[src/rtl/mdio_req_arbiter_if.sv]
// Client request/completion and MDIO generator signals shared by the arbiter and its neighbours.
// The slave modport is the arbiter's view; master is the client/generator side.
interface mdio_req_arbiter_if;
  logic        a_req;
  logic        a_we;
  logic [4:0]  a_phy;
  logic [4:0]  a_reg;
  logic [15:0] a_wdata;
  logic        a_done;
  logic [15:0] a_rdata;
  logic        a_err;

  logic        b_req;
  logic        b_we;
  logic [4:0]  b_phy;
  logic [4:0]  b_reg;
  logic [15:0] b_wdata;
  logic        b_done;
  logic [15:0] b_rdata;
  logic        b_err;

  logic        mdio_start;
  logic [31:0] t_data;
  logic [5:0]  gen_counter;
  logic [15:0] gen_rd_data;
  logic        busy;

  modport slave (
    input  a_req, a_we, a_phy, a_reg, a_wdata,
    output a_done, a_rdata, a_err,
    input  b_req, b_we, b_phy, b_reg, b_wdata,
    output b_done, b_rdata, b_err,
    output mdio_start, t_data, busy,
    input  gen_counter, gen_rd_data
  );

  modport master (
    output a_req, a_we, a_phy, a_reg, a_wdata,
    input  a_done, a_rdata, a_err,
    output b_req, b_we, b_phy, b_reg, b_wdata,
    input  b_done, b_rdata, b_err,
    input  mdio_start, t_data, busy,
    output gen_counter, gen_rd_data
  );
endinterface

[src/rtl/mdio_req_arbiter.sv]
// Two-port round-robin arbiter and sequencer for Clause 22 MDIO frames: builds the frame,
// launches it on the generator, watches it finish (or time out) and reports back to the client.
module mdio_req_arbiter #(
  parameter logic [7:0] TIMEOUT_CYC = 8'd200,
  parameter logic [3:0] GAP_CYC     = 4'd2
) (
  input  logic              clk,
  input  logic              reset,
  mdio_req_arbiter_if.slave bus
);

  typedef enum logic [2:0] {S_IDLE, S_ARM, S_BUSY, S_DONE, S_GAP} state_t;

  state_t      r_state;
  state_t      w_next;
  logic        r_ptr;
  logic        r_gnt;
  logic        r_we;
  logic [7:0]  r_tcnt;
  logic [3:0]  r_gap;
  logic [31:0] r_tdata;
  logic        r_a_done;
  logic        r_b_done;
  logic        r_a_err;
  logic        r_b_err;
  logic [15:0] r_a_rdata;
  logic [15:0] r_b_rdata;

  logic        w_anyReq;
  logic        w_pickB;
  logic        w_pickWe;
  logic [4:0]  w_phy;
  logic [4:0]  w_reg;
  logic [15:0] w_wdata;
  logic [31:0] w_frame;
  logic        w_timeout;
  logic        w_finish;
  logic        w_finErr;

  // Pointer breaks ties only; a lone requester always wins.
  assign w_anyReq  = bus.a_req | bus.b_req;
  assign w_pickB   = bus.b_req & (~bus.a_req | r_ptr);
  assign w_pickWe  = w_pickB ? bus.b_we    : bus.a_we;
  assign w_phy     = w_pickB ? bus.b_phy   : bus.a_phy;
  assign w_reg     = w_pickB ? bus.b_reg   : bus.a_reg;
  assign w_wdata   = w_pickB ? bus.b_wdata : bus.a_wdata;
  assign w_frame   = w_pickWe ? {2'b01, 2'b01, w_phy, w_reg, 2'b10, w_wdata}
                              : {2'b01, 2'b10, w_phy, w_reg, 2'b00, 16'h0000};
  assign w_timeout = (r_tcnt >= TIMEOUT_CYC);

  assign bus.mdio_start = (r_state == S_ARM);
  assign bus.busy       = (r_state != S_IDLE);
  assign bus.t_data     = r_tdata;
  assign bus.a_done     = r_a_done;
  assign bus.b_done     = r_b_done;
  assign bus.a_err      = r_a_err;
  assign bus.b_err      = r_b_err;
  assign bus.a_rdata    = r_a_rdata;
  assign bus.b_rdata    = r_b_rdata;

  always_ff @(posedge clk or negedge reset) begin
    if (!reset) r_state <= S_IDLE;
    else        r_state <= w_next;
  end

  // A generator that has already started wins over a timeout landing on the same cycle.
  always_comb begin
    w_next   = r_state;
    w_finish = 1'b0;
    w_finErr = 1'b0;
    case (r_state)
      S_IDLE: if (w_anyReq) w_next = S_ARM;
      S_ARM: begin
        if (bus.gen_counter != 6'd0) begin
          w_next = S_BUSY;
        end else if (w_timeout) begin
          w_next   = S_DONE;
          w_finish = 1'b1;
          w_finErr = 1'b1;
        end
      end
      S_BUSY: begin
        if (bus.gen_counter == 6'd0) begin
          w_next   = S_DONE;
          w_finish = 1'b1;
        end else if (w_timeout) begin
          w_next   = S_DONE;
          w_finish = 1'b1;
          w_finErr = 1'b1;
        end
      end
      S_DONE: w_next = S_GAP;
      S_GAP:  if (r_gap == 4'd0) w_next = S_IDLE;
      default: w_next = S_IDLE;
    endcase
  end

  always_ff @(posedge clk or negedge reset) begin
    if (!reset) begin
      r_ptr     <= 1'b0;
      r_gnt     <= 1'b0;
      r_we      <= 1'b0;
      r_tcnt    <= 8'd0;
      r_gap     <= 4'd0;
      r_tdata   <= 32'd0;
      r_a_done  <= 1'b0;
      r_b_done  <= 1'b0;
      r_a_err   <= 1'b0;
      r_b_err   <= 1'b0;
      r_a_rdata <= 16'd0;
      r_b_rdata <= 16'd0;
    end else begin
      r_a_done <= 1'b0;
      r_b_done <= 1'b0;
      case (r_state)
        S_IDLE: begin
          if (w_anyReq) begin
            r_tdata <= w_frame;
            r_gnt   <= w_pickB;
            r_we    <= w_pickWe;
            r_tcnt  <= 8'd0;
            r_ptr   <= ~w_pickB;
          end
        end
        S_ARM, S_BUSY: begin
          if (r_tcnt != 8'hFF) r_tcnt <= r_tcnt + 8'd1;
          // Done is raised on entry to DONE so it is high for exactly the DONE cycle.
          if (w_finish) begin
            if (!r_gnt) begin
              r_a_done <= 1'b1;
              r_a_err  <= w_finErr;
              if (!r_we && !w_finErr) r_a_rdata <= bus.gen_rd_data;
            end else begin
              r_b_done <= 1'b1;
              r_b_err  <= w_finErr;
              if (!r_we && !w_finErr) r_b_rdata <= bus.gen_rd_data;
            end
          end
        end
        S_DONE: r_gap <= GAP_CYC;
        S_GAP: begin
          if (r_gap == 4'd0) r_tdata <= 32'd0;
          else               r_gap   <= r_gap - 4'd1;
        end
        default: ;
      endcase
    end
  end

endmodule

[src/flat_wrapper.sv]
// flat-port wrapper written by rule: the top's interface ports become plain ports
module mdio_req_arbiter_flat 
#(
  parameter logic [7:0] TIMEOUT_CYC = 8'd200,
  parameter logic [3:0] GAP_CYC     = 4'd2
)
  (clk, reset, bus_a_req, bus_a_we, bus_a_phy, bus_a_reg, bus_a_wdata, bus_a_done, bus_a_rdata, bus_a_err, bus_b_req, bus_b_we, bus_b_phy, bus_b_reg, bus_b_wdata, bus_b_done, bus_b_rdata, bus_b_err, bus_mdio_start, bus_t_data, bus_busy, bus_gen_counter, bus_gen_rd_data);
  mdio_req_arbiter_if bus_i ();
  input  logic clk;
  input  logic reset;
  input wire logic [$bits(bus_i.a_req)-1:0] bus_a_req;
  input wire logic [$bits(bus_i.a_we)-1:0] bus_a_we;
  input wire logic [$bits(bus_i.a_phy)-1:0] bus_a_phy;
  input wire logic [$bits(bus_i.a_reg)-1:0] bus_a_reg;
  input wire logic [$bits(bus_i.a_wdata)-1:0] bus_a_wdata;
  output wire logic [$bits(bus_i.a_done)-1:0] bus_a_done;
  output wire logic [$bits(bus_i.a_rdata)-1:0] bus_a_rdata;
  output wire logic [$bits(bus_i.a_err)-1:0] bus_a_err;
  input wire logic [$bits(bus_i.b_req)-1:0] bus_b_req;
  input wire logic [$bits(bus_i.b_we)-1:0] bus_b_we;
  input wire logic [$bits(bus_i.b_phy)-1:0] bus_b_phy;
  input wire logic [$bits(bus_i.b_reg)-1:0] bus_b_reg;
  input wire logic [$bits(bus_i.b_wdata)-1:0] bus_b_wdata;
  output wire logic [$bits(bus_i.b_done)-1:0] bus_b_done;
  output wire logic [$bits(bus_i.b_rdata)-1:0] bus_b_rdata;
  output wire logic [$bits(bus_i.b_err)-1:0] bus_b_err;
  output wire logic [$bits(bus_i.mdio_start)-1:0] bus_mdio_start;
  output wire logic [$bits(bus_i.t_data)-1:0] bus_t_data;
  output wire logic [$bits(bus_i.busy)-1:0] bus_busy;
  input wire logic [$bits(bus_i.gen_counter)-1:0] bus_gen_counter;
  input wire logic [$bits(bus_i.gen_rd_data)-1:0] bus_gen_rd_data;
  assign bus_i.a_req = bus_a_req;
  assign bus_i.a_we = bus_a_we;
  assign bus_i.a_phy = bus_a_phy;
  assign bus_i.a_reg = bus_a_reg;
  assign bus_i.a_wdata = bus_a_wdata;
  assign bus_a_done = bus_i.a_done;
  assign bus_a_rdata = bus_i.a_rdata;
  assign bus_a_err = bus_i.a_err;
  assign bus_i.b_req = bus_b_req;
  assign bus_i.b_we = bus_b_we;
  assign bus_i.b_phy = bus_b_phy;
  assign bus_i.b_reg = bus_b_reg;
  assign bus_i.b_wdata = bus_b_wdata;
  assign bus_b_done = bus_i.b_done;
  assign bus_b_rdata = bus_i.b_rdata;
  assign bus_b_err = bus_i.b_err;
  assign bus_mdio_start = bus_i.mdio_start;
  assign bus_t_data = bus_i.t_data;
  assign bus_busy = bus_i.busy;
  assign bus_i.gen_counter = bus_gen_counter;
  assign bus_i.gen_rd_data = bus_gen_rd_data;
  mdio_req_arbiter #(.TIMEOUT_CYC(TIMEOUT_CYC), .GAP_CYC(GAP_CYC)) u_core (.clk(clk), .reset(reset), .bus(bus_i));
endmodule
[config.mk]
export PLATFORM = sky130hd
export DESIGN_NAME = mdio_req_arbiter_flat
export DESIGN_NICKNAME = d
export VERILOG_FILES = /design/src/rtl/mdio_req_arbiter_if.sv /design/src/rtl/mdio_req_arbiter.sv /design/src/flat_wrapper.sv
export SDC_FILE = /design/constraint.sdc
export NUM_CORES = 1
export LEC_CHECK = 0
export CORE_MARGIN = 2
export CORE_UTILIZATION = 35
export DETAILED_ROUTE_END_ITERATION = 12
export GPL_TIMING_DRIVEN = 1
export HOLD_SLACK_MARGIN = 0.08
export PLACE_DENSITY = 0.68
export SETUP_SLACK_MARGIN = 0.2
export SLEW_MARGIN = 15
export SYNTH_ARGS = -nofsm -noshare
export SYNTH_HDL_FRONTEND = slang
export SYNTH_SLANG_ARGS = --single-unit
[constraint.sdc]
create_clock -name clk -period 4.2 [get_ports clk]
set_input_delay 1.05 -clock clk [delete_from_list [all_inputs] [get_ports clk]]
set_output_delay 1.05 -clock clk [all_outputs]
set_load 0.1 [all_outputs]
==> results_tabular.tex, run 1 <==
\begin{tabular}{lr}
\hline
Metric & Value \\
\hline
\multicolumn{2}{l}{\textbf{Detailed routing}} \\
Antenna-violating nets left & 0 \\
Via count & between 2000 and 3000 \\
Initial DRC Count & 124 \\
Final wirelength & around 9400 um \\
Mean routed wirelength per cell & 15.8 um \\
DRC violations left & 0 \\
Initial DRT Pass Iterations & 4 \\
Detail-routed via count per cell & 5.01 \\
\multicolumn{2}{l}{\textbf{CTS}} \\
Post-cts repair resize count & 0 \\
CTS tree & yes \\
Source-to-sink clock delay at the later pin of the worst-skew pair & about 0.34 ns \\
CTS sink count & between 80 and 90 \\
CTS Buffer Depth & 2 \\
Number of buffers added to fix hold violations after cts & 0 \\
Clock edge transition at the registers on the reported setup and hold paths & 0.08 ns \\
Total setup buffers inserted after CTS & 0 \\
TritonCTS Buffers & 9 \\
H-tree Lvls & 3 \\
Clock tree root buffer cell & sky130\_fd\_sc\_hd\_\_clkbuf\_8 \\
\multicolumn{2}{l}{\textbf{Layout}} \\
Fraction of final layout cells sized beyond drive strength 1 & around an eighth \\
Footprint of the multi-input gates & between 0.0015 and 0.002 mm2 \\
Filler Cells Inserted & 991 \\
Final-stage net count & between 500 and 600 \\
Relative area change from synthesis to final layout & 46.6\% \\
Antenna Cells & 0 \\
Sequential Area & a little over 0.002 mm2 \\
\multicolumn{2}{l}{\textbf{Logic synthesis}} \\
Number of warnings printed during yosys synthesis & 0 \\
Share of the yosys chip area belonging to registers & between 50 and 60\% \\
Post-synthesis cell area & 0.00383 mm2 \\
Top area cells in the synthesized netlist & sky130\_fd\_sc\_hd\_\_dfrtp\_1 (54\%), sky130\_fd\_sc\_hd\_\_mux2i\_1 (7.3\%), sky130\_fd\_sc\_hd\_\_mux2\_2 (6.2\%), sky130\_fd\_sc\_hd\_\_o2bb2ai\_1 (6.2\%), sky130\_fd\_sc\_hd\_\_mux2\_1 (3.2\%) \\
Number of instances in the synthesized netlist & 306 \\
Mapped Avg Cell Area & approximately 13 um2 \\
Number of synthesized register bits & slightly above 80 \\
Number of enable-type register cells in the synthesized netlist & 0 \\
Most frequently used cell type in the post-synthesis netlist & sky130\_fd\_sc\_hd\_\_dfrtp\_1 \\
Leading post-synthesis cells by instance count & sky130\_fd\_sc\_hd\_\_dfrtp\_1 (83), sky130\_fd\_sc\_hd\_\_mux2i\_1 (28), sky130\_fd\_sc\_hd\_\_o2bb2ai\_1 (27), sky130\_fd\_sc\_hd\_\_mux2\_2 (21), sky130\_fd\_sc\_hd\_\_nor2\_1 (12) \\
Post-synthesis async set-or-reset flop share & 100\% \\
Post-synthesis cell type with the largest combined area & sky130\_fd\_sc\_hd\_\_dfrtp\_1 \\
Flip-flop cell with the highest count after synthesis & sky130\_fd\_sc\_hd\_\_dfrtp\_1 \\
Area share of the leading cell type in the synthesized netlist & between 50\% and 60\% \\
Netlist cell types & between 50 and 60 \\
\multicolumn{2}{l}{\textbf{Setup path}} \\
Critical path class & reg -> out \\
Maximum fanout along the worst path & 3 \\
R2R cell count & 4 \\
Critical path endpoint category & output pin \\
Arrival time reported for the critical path endpoint & 1.90 ns \\
Top delay family on crit path & buffers and inverters \\
Slowest stage cell, crit path & sky130\_fd\_sc\_hd\_\_clkdlybuf4s50\_1 \\
Cell breakdown of the critical path & clkdlybuf4s50\_1 \\
Path length in cells of the critical path & 1 \\
Buffers \& Inverters on Critical Path & 1 \\
Critical Path Source Type & register \\
CP max stage delay & between 1 and 1.5 ns \\
Crit path required time & about 3.2 ns \\
\multicolumn{2}{l}{\textbf{Die}} \\
Die W & around 110 um \\
Top Ports & 150 \\
Initial Util & 35.6\% \\
Placeable core region & between 0.01 and 0.015 mm2 \\
Area of the die & $\sim$0.012 mm2 \\
Number of rows in the core area & 38 \\
Die height & around 110 um \\
\multicolumn{2}{l}{\textbf{GRT}} \\
Wire length of the first global-routing pass & approximately 15000 um \\
Pin count of the biggest net entering global routing & between 80 and 90 \\
Number of antenna violations at the first check in global routing & 0 \\
Total global routing track utilization & between 15 and 20\% \\
Via count of the first global-routing pass & 3027 \\
Leftover overflow at the end of global routing & 0 \\
\multicolumn{2}{l}{\textbf{Timing}} \\
Crit path time final & 2.95 ns \\
Final worst setup slack & 1.25 ns \\
Fin Clk Skew & around 0.016 ns \\
Worst rel slew slack & 31.7\% \\
RSZ-0062 raised after global routing & no \\
Post-route clock period utilization & around 70\% \\
Setup TNS & 0 ns \\
Final-report setup violation count & 0 \\
Final Slew Violations & 0 \\
Maximum clock frequency & about 340 MHz \\
Number of hold-slack violations in the final timing report & 0 \\
Worst-Margin Slew & slightly above 1 ns \\
\multicolumn{2}{l}{\textbf{Power and ir drop}} \\
Cell Pwr Density & around 760 mW/mm2 \\
Maximum VDD drop & $\sim$660 uV \\
Leak Pwr & $\sim$2.5 nW \\
\multicolumn{2}{l}{\textbf{Min path}} \\
Hold path cells & 1 \\
Hold crit path type & reg -> reg \\
\multicolumn{2}{l}{\textbf{Run}} \\
Max-capacitance violation count & 0 \\
\multicolumn{2}{l}{\textbf{Place}} \\
Post-DP HPWL & approximately 7000 um \\
Worst slack after detailed placement & 0.862 ns \\
Count of input and output buffers & roughly 150 \\
RePlAce Congestion & between 0.7 and 0.8 \\
\multicolumn{2}{l}{\textbf{Status}} \\
Status & finished clean \\
\hline
\end{tabular}
## worst paths after layout
path	slack, ns	endpoint	startpoint
setup / recovery	1.25	bus_t_data[17]	u_core.bus.t_data[28]
hold / removal	0.48	u_core.bus.t_data[30]	u_core.bus.t_data[30]
setup reg to reg	1.94	u_core.bus.b_rdata[4]	u_core.r_state[2]
hold reg to reg	0.48	u_core.bus.t_data[30]	u_core.bus.t_data[30]
max in group asynchronous	2.68	u_core.r_state[2]	reset
min in group asynchronous	0.87	u_core.bus.t_data[21]	reset
## area by class of cell
cell class / count / area share (%)
Sequential cell: 83 / 37.0
Multi-Input combinational cell: 197 / 28.8
Timing Repair Buffer: 151 / 26.6
Tap cell: 140 / 3.12
Clock buffer: 10 / 2.27
Clock inverter: 5 / 1.52
Inverter: 10 / 0.669
## per-layer routing
layer	GRT usage [%]	routed length, um	vias to the layer above
li1	-	-	1432
met1	21.6	4050	1453
met2	27.1	4680	94
met3	4.70	558	8
met4	5.49	107	0
met5	0	0	-
## flip-flops by register name, indices dropped and copies added, names as in the netlist, 3 cells and up
name and flops:
u_core.bus.a_rdata 16, u_core.bus.b_rdata 16, u_core.bus.t_data 29, u_core.r_gap 4, u_core.r_state 3, u_core.r_tcnt 8
## cell families (layout without fill, tap and decap cells)
group / Yosys count / in the layout / synth area share, %
AOI/OAI and AO/OA: 66 / 66 / 12.6
xor gates and xnor gates: 3 / 3 / 0.686
adders and majority gates: 3 / 3 / 0.980
buffers and inverters: 27 / 176 / 3.92
DFF: 83 / 83 / 54.2
muxes: 60 / 60 / 16.7
other: 1 / 2 / 0.0979
and+or+nand+nor: 63 / 63 / 10.7
## where the power goes
group	internal [mW]	total [mW]	switching (mW)
clock network	0.336	0.613	0.276
logic	0.628	2.46	1.83
registers	1.02	1.21	0.194
## layout by cell type, fill, tap and decap left out, drive strengths merged, types with 3 or more instances in the layout
master and count:
a21o 4, a21oi 9, and2 4, buf 7, clkbuf 10, clkdlybuf4s50 144
dfrtp 83, ha 3, inv 12, mux2 32, mux2i 28, nand2 8
nand3 6, nand4 4, nor2 12, nor3 6, nor4 5, o21ai 11
o2bb2ai 27, o31ai 4, or4 5
## stage by stage
step / std cells / instance area (um2) / utilization (%) / power (mW) / hold WS, ns
after global placement: 581 / 5400 / 50.3 / 3.67 / 0.462
final: 596 / 5610 / 52.2 / 4.28 / 0.478
after detailed placement: 581 / 5400 / 50.3 / 3.69 / 0.466
after global routing: 596 / 5610 / 52.2 / 4.48 / 0.519
after floorplan: 307 / 3830 / - / 3.07 / 0.473
after CTS: 596 / 5610 / 52.2 / 4.32 / 0.485
(Power assumes the default switching activity.)
==> inputs of run 2 (changes only) <==
--- a/config.mk
+++ b/config.mk
@@ -10,7 +10,7 @@
 export DETAILED_ROUTE_END_ITERATION = 12
 export GPL_TIMING_DRIVEN = 1
 export HOLD_SLACK_MARGIN = 0.08
-export PLACE_DENSITY = 0.68
+export PLACE_DENSITY = 0.7
 export SETUP_SLACK_MARGIN = 0.2
 export SLEW_MARGIN = 15
 export SYNTH_ARGS = -nofsm -noshare
==> constraint.sdc (replaced) <==
create_clock -name clk -period 2.6 [get_ports clk]
set_input_delay 0.65 -clock clk [delete_from_list [all_inputs] [get_ports clk]]
set_output_delay 0.65 -clock clk [all_outputs]
set_load 0.1 [all_outputs]
==> run 2 against run 1 <==
First-iteration DRC count rose by 7.3%. Die area did not move. Hold slack got worse by 0.23 ns. Via count fell by 0.67%.
==> results_tabular.tex, run 2 (same netlist as run 1, synthesis figures left out) <==
\begin{tabular}{lr}
\hline
Metric & Value \\
\hline
\multicolumn{2}{l}{\textbf{Layout}} \\
Fraction of final layout cells sized beyond drive strength 1 & 28.2\% (+16 points) \\
Sequential Area & 0.00208 mm2 (unchanged) \\
Most common cell after layout, fill and taps aside & sky130\_fd\_sc\_hd\_\_dfrtp\_1 \\
Relative area change from synthesis to final layout & 45.7\% \\
Footprint of the multi-input gates & 0.00163 mm2 (+0.70\%) \\
Filler Cells Inserted & 962 (-2.9\%) \\
Most frequent cells in the layout & sky130\_fd\_sc\_hd\_\_dfrtp\_1 (83), sky130\_fd\_sc\_hd\_\_clkdlybuf4s50\_1 (78), sky130\_fd\_sc\_hd\_\_buf\_4 (74) \\
Final-stage net count & 543 (+1.5\%) \\
Antenna Cells & 0 (unchanged) \\
Flip-flop count of the largest register after layout & 29 (unchanged) \\
\multicolumn{2}{l}{\textbf{Status}} \\
Status & finished clean \\
\multicolumn{2}{l}{\textbf{Timing}} \\
Post-route clock period utilization & a little under nine tenths \\
Number of hold-slack violations in the final timing report & 0 (unchanged) \\
Worst rel slew slack & 53.1\% (+21 points) \\
Final-report setup violation count & 0 (unchanged) \\
Tightest hold margin & 0.251 ns (-0.227 ns) \\
Worst-Margin Slew & 0.694 ns (-0.327 ns) \\
Crit path time final & approximately 2.2 ns \\
Maximum clock frequency & roughly 450 MHz \\
Fin Clk Skew & 0.0109 ns (-0.00529 ns) \\
RSZ-0062 raised after global routing & no \\
Final Slew Violations & 0 (unchanged) \\
Setup TNS & 0 ns (unchanged) \\
\multicolumn{2}{l}{\textbf{Min path}} \\
Hold crit path type & in -> async \\
\multicolumn{2}{l}{\textbf{Power and ir drop}} \\
Maximum VDD drop & 910 uV (+37\%) \\
Leak Pwr & 2.66 nW (+7.0\%) \\
Cell Pwr Density & 1220 mW/mm2 (+60\%) \\
\multicolumn{2}{l}{\textbf{Detailed routing}} \\
Initial DRC Count & 133 (+7.3\%) \\
Antenna-violating nets left & 0 (unchanged) \\
Final wirelength & 9160 um (-2.6\%) \\
Detail-routed via count per cell & 4.90 (-2.1\%) \\
Initial DRT Pass Iterations & 4 (unchanged) \\
Via count & 2967 (-0.67\%) \\
DRC violations left & 0 (unchanged) \\
Mean routed wirelength per cell & 15.1 um (-4.0\%) \\
\multicolumn{2}{l}{\textbf{Die}} \\
Initial Util & 35.6\% (unchanged) \\
Die W & 109 um (unchanged) \\
Placeable core region & 0.0107 mm2 (unchanged) \\
Number of rows in the core area & 38 (unchanged) \\
Die height & 109 um (unchanged) \\
Top Ports & 150 (unchanged) \\
Area of the die & 0.0118 mm2 (unchanged) \\
\multicolumn{2}{l}{\textbf{CTS}} \\
H-tree Lvls & 3 (unchanged) \\
Source-to-sink clock delay at the later pin of the worst-skew pair & 0.36 ns (+0.02 ns) \\
CTS Buffer Depth & 2 (unchanged) \\
Clock tree root buffer cell & sky130\_fd\_sc\_hd\_\_clkbuf\_8 \\
CTS tree & yes \\
Number of buffers added to fix hold violations after cts & 0 (unchanged) \\
Clock edge transition at the registers on the reported setup and hold paths & 0.08 ns (about the same) \\
Post-cts repair resize count & 0 (unchanged) \\
Total setup buffers inserted after CTS & 0 (unchanged) \\
TritonCTS Buffers & 9 (unchanged) \\
CTS sink count & 83 (unchanged) \\
\multicolumn{2}{l}{\textbf{GRT}} \\
Via count of the first global-routing pass & 3071 (+1.5\%) \\
Total global routing track utilization & 16.2\% (-0.45 points) \\
Leftover overflow at the end of global routing & 0 (unchanged) \\
Wire length of the first global-routing pass & 14800 um (-2.3\%) \\
Number of antenna violations at the first check in global routing & 0 (unchanged) \\
Pin count of the biggest net entering global routing & 47 (-44\%) \\
\multicolumn{2}{l}{\textbf{Setup path}} \\
Cell breakdown of the critical path & nor3\_1 > inv\_1 > buf\_12 \\
Maximum fanout along the worst path & 15 (+12) \\
Buffers \& Inverters on Critical Path & 2 (+1) \\
Slowest stage cell, crit path & sky130\_fd\_sc\_hd\_\_dfrtp\_1 \\
Top delay family on crit path & flip-flops \\
Crit path required time & 1.95 ns (-1.20 ns) \\
Arrival time reported for the critical path endpoint & 1.58 ns (-0.32 ns) \\
Critical path endpoint category & output pin \\
CP max stage delay & 0.59 ns (-0.57 ns) \\
Flop-to-flop setup slack & 0.63 ns (-1.31 ns) \\
Critical path class & reg -> out \\
Startpoint of the worst-slack reg-to-reg timing path & u\_core.r\_state[1] \\
Start point of the critical path & u\_core.r\_state[2] \\
Critical Path Source Type & register \\
\multicolumn{2}{l}{\textbf{Place}} \\
Count of input and output buffers & 147 (unchanged) \\
Post-DP HPWL & 7020 um (+0.94\%) \\
RePlAce Congestion & 0.860 (+12\%) \\
\multicolumn{2}{l}{\textbf{Run}} \\
Max-capacitance violation count & 0 (unchanged) \\
\hline
\end{tabular}
[run 2: cell types whose count changed in the layout (fill, tap and decap cells not counted), sizes merged]
cell,delta
buf,+74
bufinv,-2
clkbuf,+1
clkdlybuf4s50,-66
clkinv,+3
inv,-1
[run 2: metrics by stage]
stage	instances	total power, mW	cell area, um2	worst slack, ns	utilization, %
5_1_grt	605	7.11	5580	0.302	51.9
3_3_place_gp	589	5.95	5400	0.155	50.2
6_report	605	6.81	5580	0.367	51.9
4_1_cts	605	6.87	5580	0.342	51.9
3_5_place_dp	589	6.00	5400	0.108	50.2
2_1_floorplan	307	4.97	3840	0.505	-
[run 2: worst paths after layout]
check / to / cells after the start
max in group asynchronous: u_core.r_gap[1] / 2
min: u_core.bus.t_data[27] / 1
max reg2reg: u_core.bus.b_rdata[3] / 5
min reg2reg: u_core.bus.t_data[30] / 1
max: bus_busy / 3
min in group clk: u_core.bus.t_data[30] / 1
[run 2: layer usage]
metal  GRT usage (%)  vias up  share of wire, %
met5               0        -                 0
met4            8.15        0               2.8
met3            3.80       21               5.4
met2            26.0      103                50
met1            20.6     1407                42
li1                -     1436                 -
[run 2: power breakdown]
group	internal (mW)	switching, mW
sequential	1.65	0.329
clock	0.401	0.464
combinational	1.02	2.95
[run 2: layout make-up]
cell class,count,area share [%]
Timing Repair Buffer,159,26.5
Sequential cell,83,37.2
Clock inverter,5,0.628
Multi-Input combinational cell,197,29.2
Tap cell,140,3.14
Clock buffer,11,2.71
Inverter,10,0.672
[run 2: worst register-to-register path, delay by kind of cell (launching register included)]
| kind | cells | cell delay [ns] |
|---|---|---|
| and+or+nand+nor | 3 | 0.69 |
| DFF | 1 | 0.64 |
| muxes | 1 | 0.35 |
| buffers and inverters | 1 | 0.18 |
==> inputs of run 3 (changes only) <==
--- a/config.mk
+++ b/config.mk
@@ -7,10 +7,12 @@
 export LEC_CHECK = 0
 export CORE_MARGIN = 2
 export CORE_UTILIZATION = 35
+export CTS_BUF_LIST = sky130_fd_sc_hd__clkbuf_4 sky130_fd_sc_hd__clkbuf_8
 export DETAILED_ROUTE_END_ITERATION = 12
 export GPL_TIMING_DRIVEN = 1
 export HOLD_SLACK_MARGIN = 0.08
-export PLACE_DENSITY = 0.7
+export PLACE_DENSITY = 0.68
+export RECOVER_POWER = 25
 export SETUP_SLACK_MARGIN = 0.2
 export SLEW_MARGIN = 15
 export SYNTH_ARGS = -nofsm -noshare
==> constraint.sdc (replaced) <==
create_clock -name clk -period 2.7 [get_ports clk]
set_input_delay 0.675 -clock clk [delete_from_list [all_inputs] [get_ports clk]]
set_output_delay 0.675 -clock clk [all_outputs]
set_load 0.1 [all_outputs]
==> run 3 against run 2 <==
Critical path depth is the same. Worst setup slack better by 0.056 ns. Clock-buffer cell count unchanged. Combinational power shrank 5%. Global-route usage is 0.17 points higher. Non-clock buffer count is 3 lower. Hold slack better by 0.20 ns. Highest routed layer unchanged. Cell count shrank 0.50%. Largest power group unchanged. Sequential share of layout area increased by 0.22 points.
==> results_tabular.tex, run 3 (same netlist as run 1, synthesis figures left out) <==
\begin{tabular}{lr}
\hline
Metric & Value \\
\hline
\multicolumn{2}{l}{\textbf{Status}} \\
Status & finished clean \\
\multicolumn{2}{l}{\textbf{Timing}} \\
Worst-Margin Slew & 1.06 ns (+0.367 ns) \\
RSZ-0062 raised after global routing & no \\
Final-report setup violation count & 0 (unchanged) \\
Post-route clock period utilization & between 80 and 90\% \\
Final Slew Violations & 0 (unchanged) \\
Worst rel slew slack & 29.3\% (-24 points) \\
Maximum clock frequency & approximately 440 MHz \\
Fin Clk Skew & 0.0125 ns (+0.00162 ns) \\
Setup TNS & 0 ns (unchanged) \\
Crit path time final & 2.28 ns \\
Number of hold-slack violations in the final timing report & 0 (unchanged) \\
\multicolumn{2}{l}{\textbf{CTS}} \\
Post-cts repair resize count & 0 (unchanged) \\
Number of buffers added to fix hold violations after cts & 0 (unchanged) \\
CTS sink count & 83 (unchanged) \\
CTS Buffer Depth & 2 (unchanged) \\
Clock edge transition at the registers on the reported setup and hold paths & 0.09 ns (about the same) \\
TritonCTS Buffers & 9 (unchanged) \\
Clock tree root buffer cell & sky130\_fd\_sc\_hd\_\_clkbuf\_8 \\
Source-to-sink clock delay at the later pin of the worst-skew pair & 0.35 ns (about the same) \\
H-tree Lvls & 3 (unchanged) \\
Total setup buffers inserted after CTS & 0 (unchanged) \\
CTS tree & yes \\
\multicolumn{2}{l}{\textbf{Place}} \\
RePlAce Congestion & 0.815 (-5.2\%) \\
Post-DP HPWL & 7060 um (+0.57\%) \\
Count of input and output buffers & 147 (unchanged) \\
\multicolumn{2}{l}{\textbf{Detailed routing}} \\
Antenna-violating nets left & 0 (unchanged) \\
DRC violations left & 0 (unchanged) \\
Mean routed wirelength per cell & 15.5 um (+2.3\%) \\
Via count & 2996 (+0.98\%) \\
Initial DRT Pass Iterations & 4 (unchanged) \\
Initial DRC Count & 100 (-25\%) \\
Detail-routed via count per cell & 4.98 (+1.5\%) \\
Final wirelength & 9320 um (+1.8\%) \\
\multicolumn{2}{l}{\textbf{Setup path}} \\
Critical Path Source Type & register \\
Startpoint of the worst-slack reg-to-reg timing path & u\_core.r\_gap[0] \\
R2R cell count & 7 (+2) \\
Endpoint of the most critical setup path & bus\_busy \\
Critical path class & reg -> out \\
Crit path required time & 2.03 ns (+0.08 ns) \\
Endpoint of the most critical register-to-register path & u\_core.bus.t\_data[29] \\
Maximum fanout along the worst path & 15 (unchanged) \\
Arrival time reported for the critical path endpoint & 1.60 ns (+0.02 ns) \\
Critical path endpoint category & output pin \\
Flop-to-flop setup slack & 0.69 ns (+0.06 ns) \\
Start point of the critical path & u\_core.r\_state[2] \\
\multicolumn{2}{l}{\textbf{GRT}} \\
Via count of the first global-routing pass & 3099 (+0.91\%) \\
Leftover overflow at the end of global routing & 0 (unchanged) \\
Total global routing track utilization & 16.4\% (+0.17 points) \\
Pin count of the biggest net entering global routing & 45 (-4.3\%) \\
Wire length of the first global-routing pass & 15100 um (+2.0\%) \\
Number of antenna violations at the first check in global routing & 0 (unchanged) \\
\multicolumn{2}{l}{\textbf{Power and ir drop}} \\
Switching fraction of total power & 54.6\% (-0.31 points) \\
Sequential share of power & 28.5\% (-0.5 points) \\
Share of total power in the clock network & 14.5\% (+1.8 points) \\
Maximum VDD drop & 997 uV (+9.6\%) \\
Post-layout power & 6.64 mW (-2.6\%) \\
Comb pwr share & 57.0\% (-1.3 points) \\
Switching component of the power & 3.63 mW (-3.2\%) \\
Cell Pwr Density & 1200 mW/mm2 (-2.0\%) \\
Cell-internal power & 3.01 mW (-1.9\%) \\
Leak Pwr & 2.65 nW (-0.47\%) \\
\multicolumn{2}{l}{\textbf{Die}} \\
Initial Util & 35.6\% (unchanged) \\
Area of the die & 0.0118 mm2 (unchanged) \\
Die height & 109 um (unchanged) \\
Top Ports & 150 (unchanged) \\
Number of rows in the core area & 38 (unchanged) \\
Die W & 109 um (unchanged) \\
Placeable core region & 0.0107 mm2 (unchanged) \\
\multicolumn{2}{l}{\textbf{Layout}} \\
Relative area change from synthesis to final layout & 44.9\% \\
Most common cell after layout, fill and taps aside & sky130\_fd\_sc\_hd\_\_dfrtp\_1 \\
Antenna Cells & 0 (unchanged) \\
Most frequent cells in the layout & sky130\_fd\_sc\_hd\_\_dfrtp\_1 (83), sky130\_fd\_sc\_hd\_\_clkdlybuf4s50\_1 (78), sky130\_fd\_sc\_hd\_\_buf\_4 (72) \\
Flip-flop count of the largest register after layout & 29 (unchanged) \\
Fraction of final layout cells sized beyond drive strength 1 & 27.7\% (-0.47 points) \\
Final-stage net count & 540 (-0.55\%) \\
Layout Utilization & 51.6\% (-0.30 points) \\
\multicolumn{2}{l}{\textbf{Min path}} \\
Hold crit path type & in -> async \\
\multicolumn{2}{l}{\textbf{Run}} \\
Max-capacitance violation count & 0 (unchanged) \\
\hline
\end{tabular}
-- run 3: how the worst min path moves through the flow --
stage / end / slack, ns / cells after the start
2_1_floorplan: u_core.bus.a_done / 0.38 / 0
3_3_place_gp: u_core.bus.t_data[30] / 0.47 / 1
3_5_place_dp: u_core.bus.t_data[30] / 0.47 / 1
4_1_cts: u_core.bus.t_data[23] / 0.30 / 1
5_1_grt: u_core.bus.t_data[30] / 0.51 / 1
6_report: u_core.bus.t_data[23] / 0.45 / 1
-- run 3: power groups by stage --
stage                     Clock (mW)  Sequential, mW  Combinational (mW)
after detailed placement           0            1.90                3.83
final                          0.961            1.89                3.79
after CTS                      0.986            1.90                3.82
after floorplan                    0            3.75                1.03
after global placement             0            1.91                3.77
after global routing            1.05            1.95                3.95
-- run 3: cell type report --
cell class,instances,area [um2]
repair buffers,156,1410
well taps,140,175
flip-flops and latches,83,2080
clock buffers,11,151
inverters,10,37.5
clock inverters,5,67.6
fillers,999,5200
multi-input cells,197,1630
-- run 3: worst max-delay path: stages (launching register included) --
cell and delay [ns]:
sky130_fd_sc_hd__dfrtp_1 0.57, sky130_fd_sc_hd__nor3_1 0.36, sky130_fd_sc_hd__inv_1 0.09, sky130_fd_sc_hd__buf_4 0.24
-- run 3: per-stage QoR --
stage	instances	hold WS [ns]	instance area (um2)	setup slack, ns
floorplan	307	0.379	3840	0.580
detailed placement	586	0.471	5350	0.137
finish	602	0.453	5550	0.422
global route	602	0.507	5550	0.271
CTS	602	0.296	5570	0.398
global placement	586	0.467	5350	0.184
-- run 3: routing by layer --
layer	track usage [%]	vias to the layer above	wire (um)
met1	20.4	1448	3940
met3	4.04	8	529
met4	4.95	0	106
met2	28.2	106	4740
li1	-	1434	-
met5	0	-	0
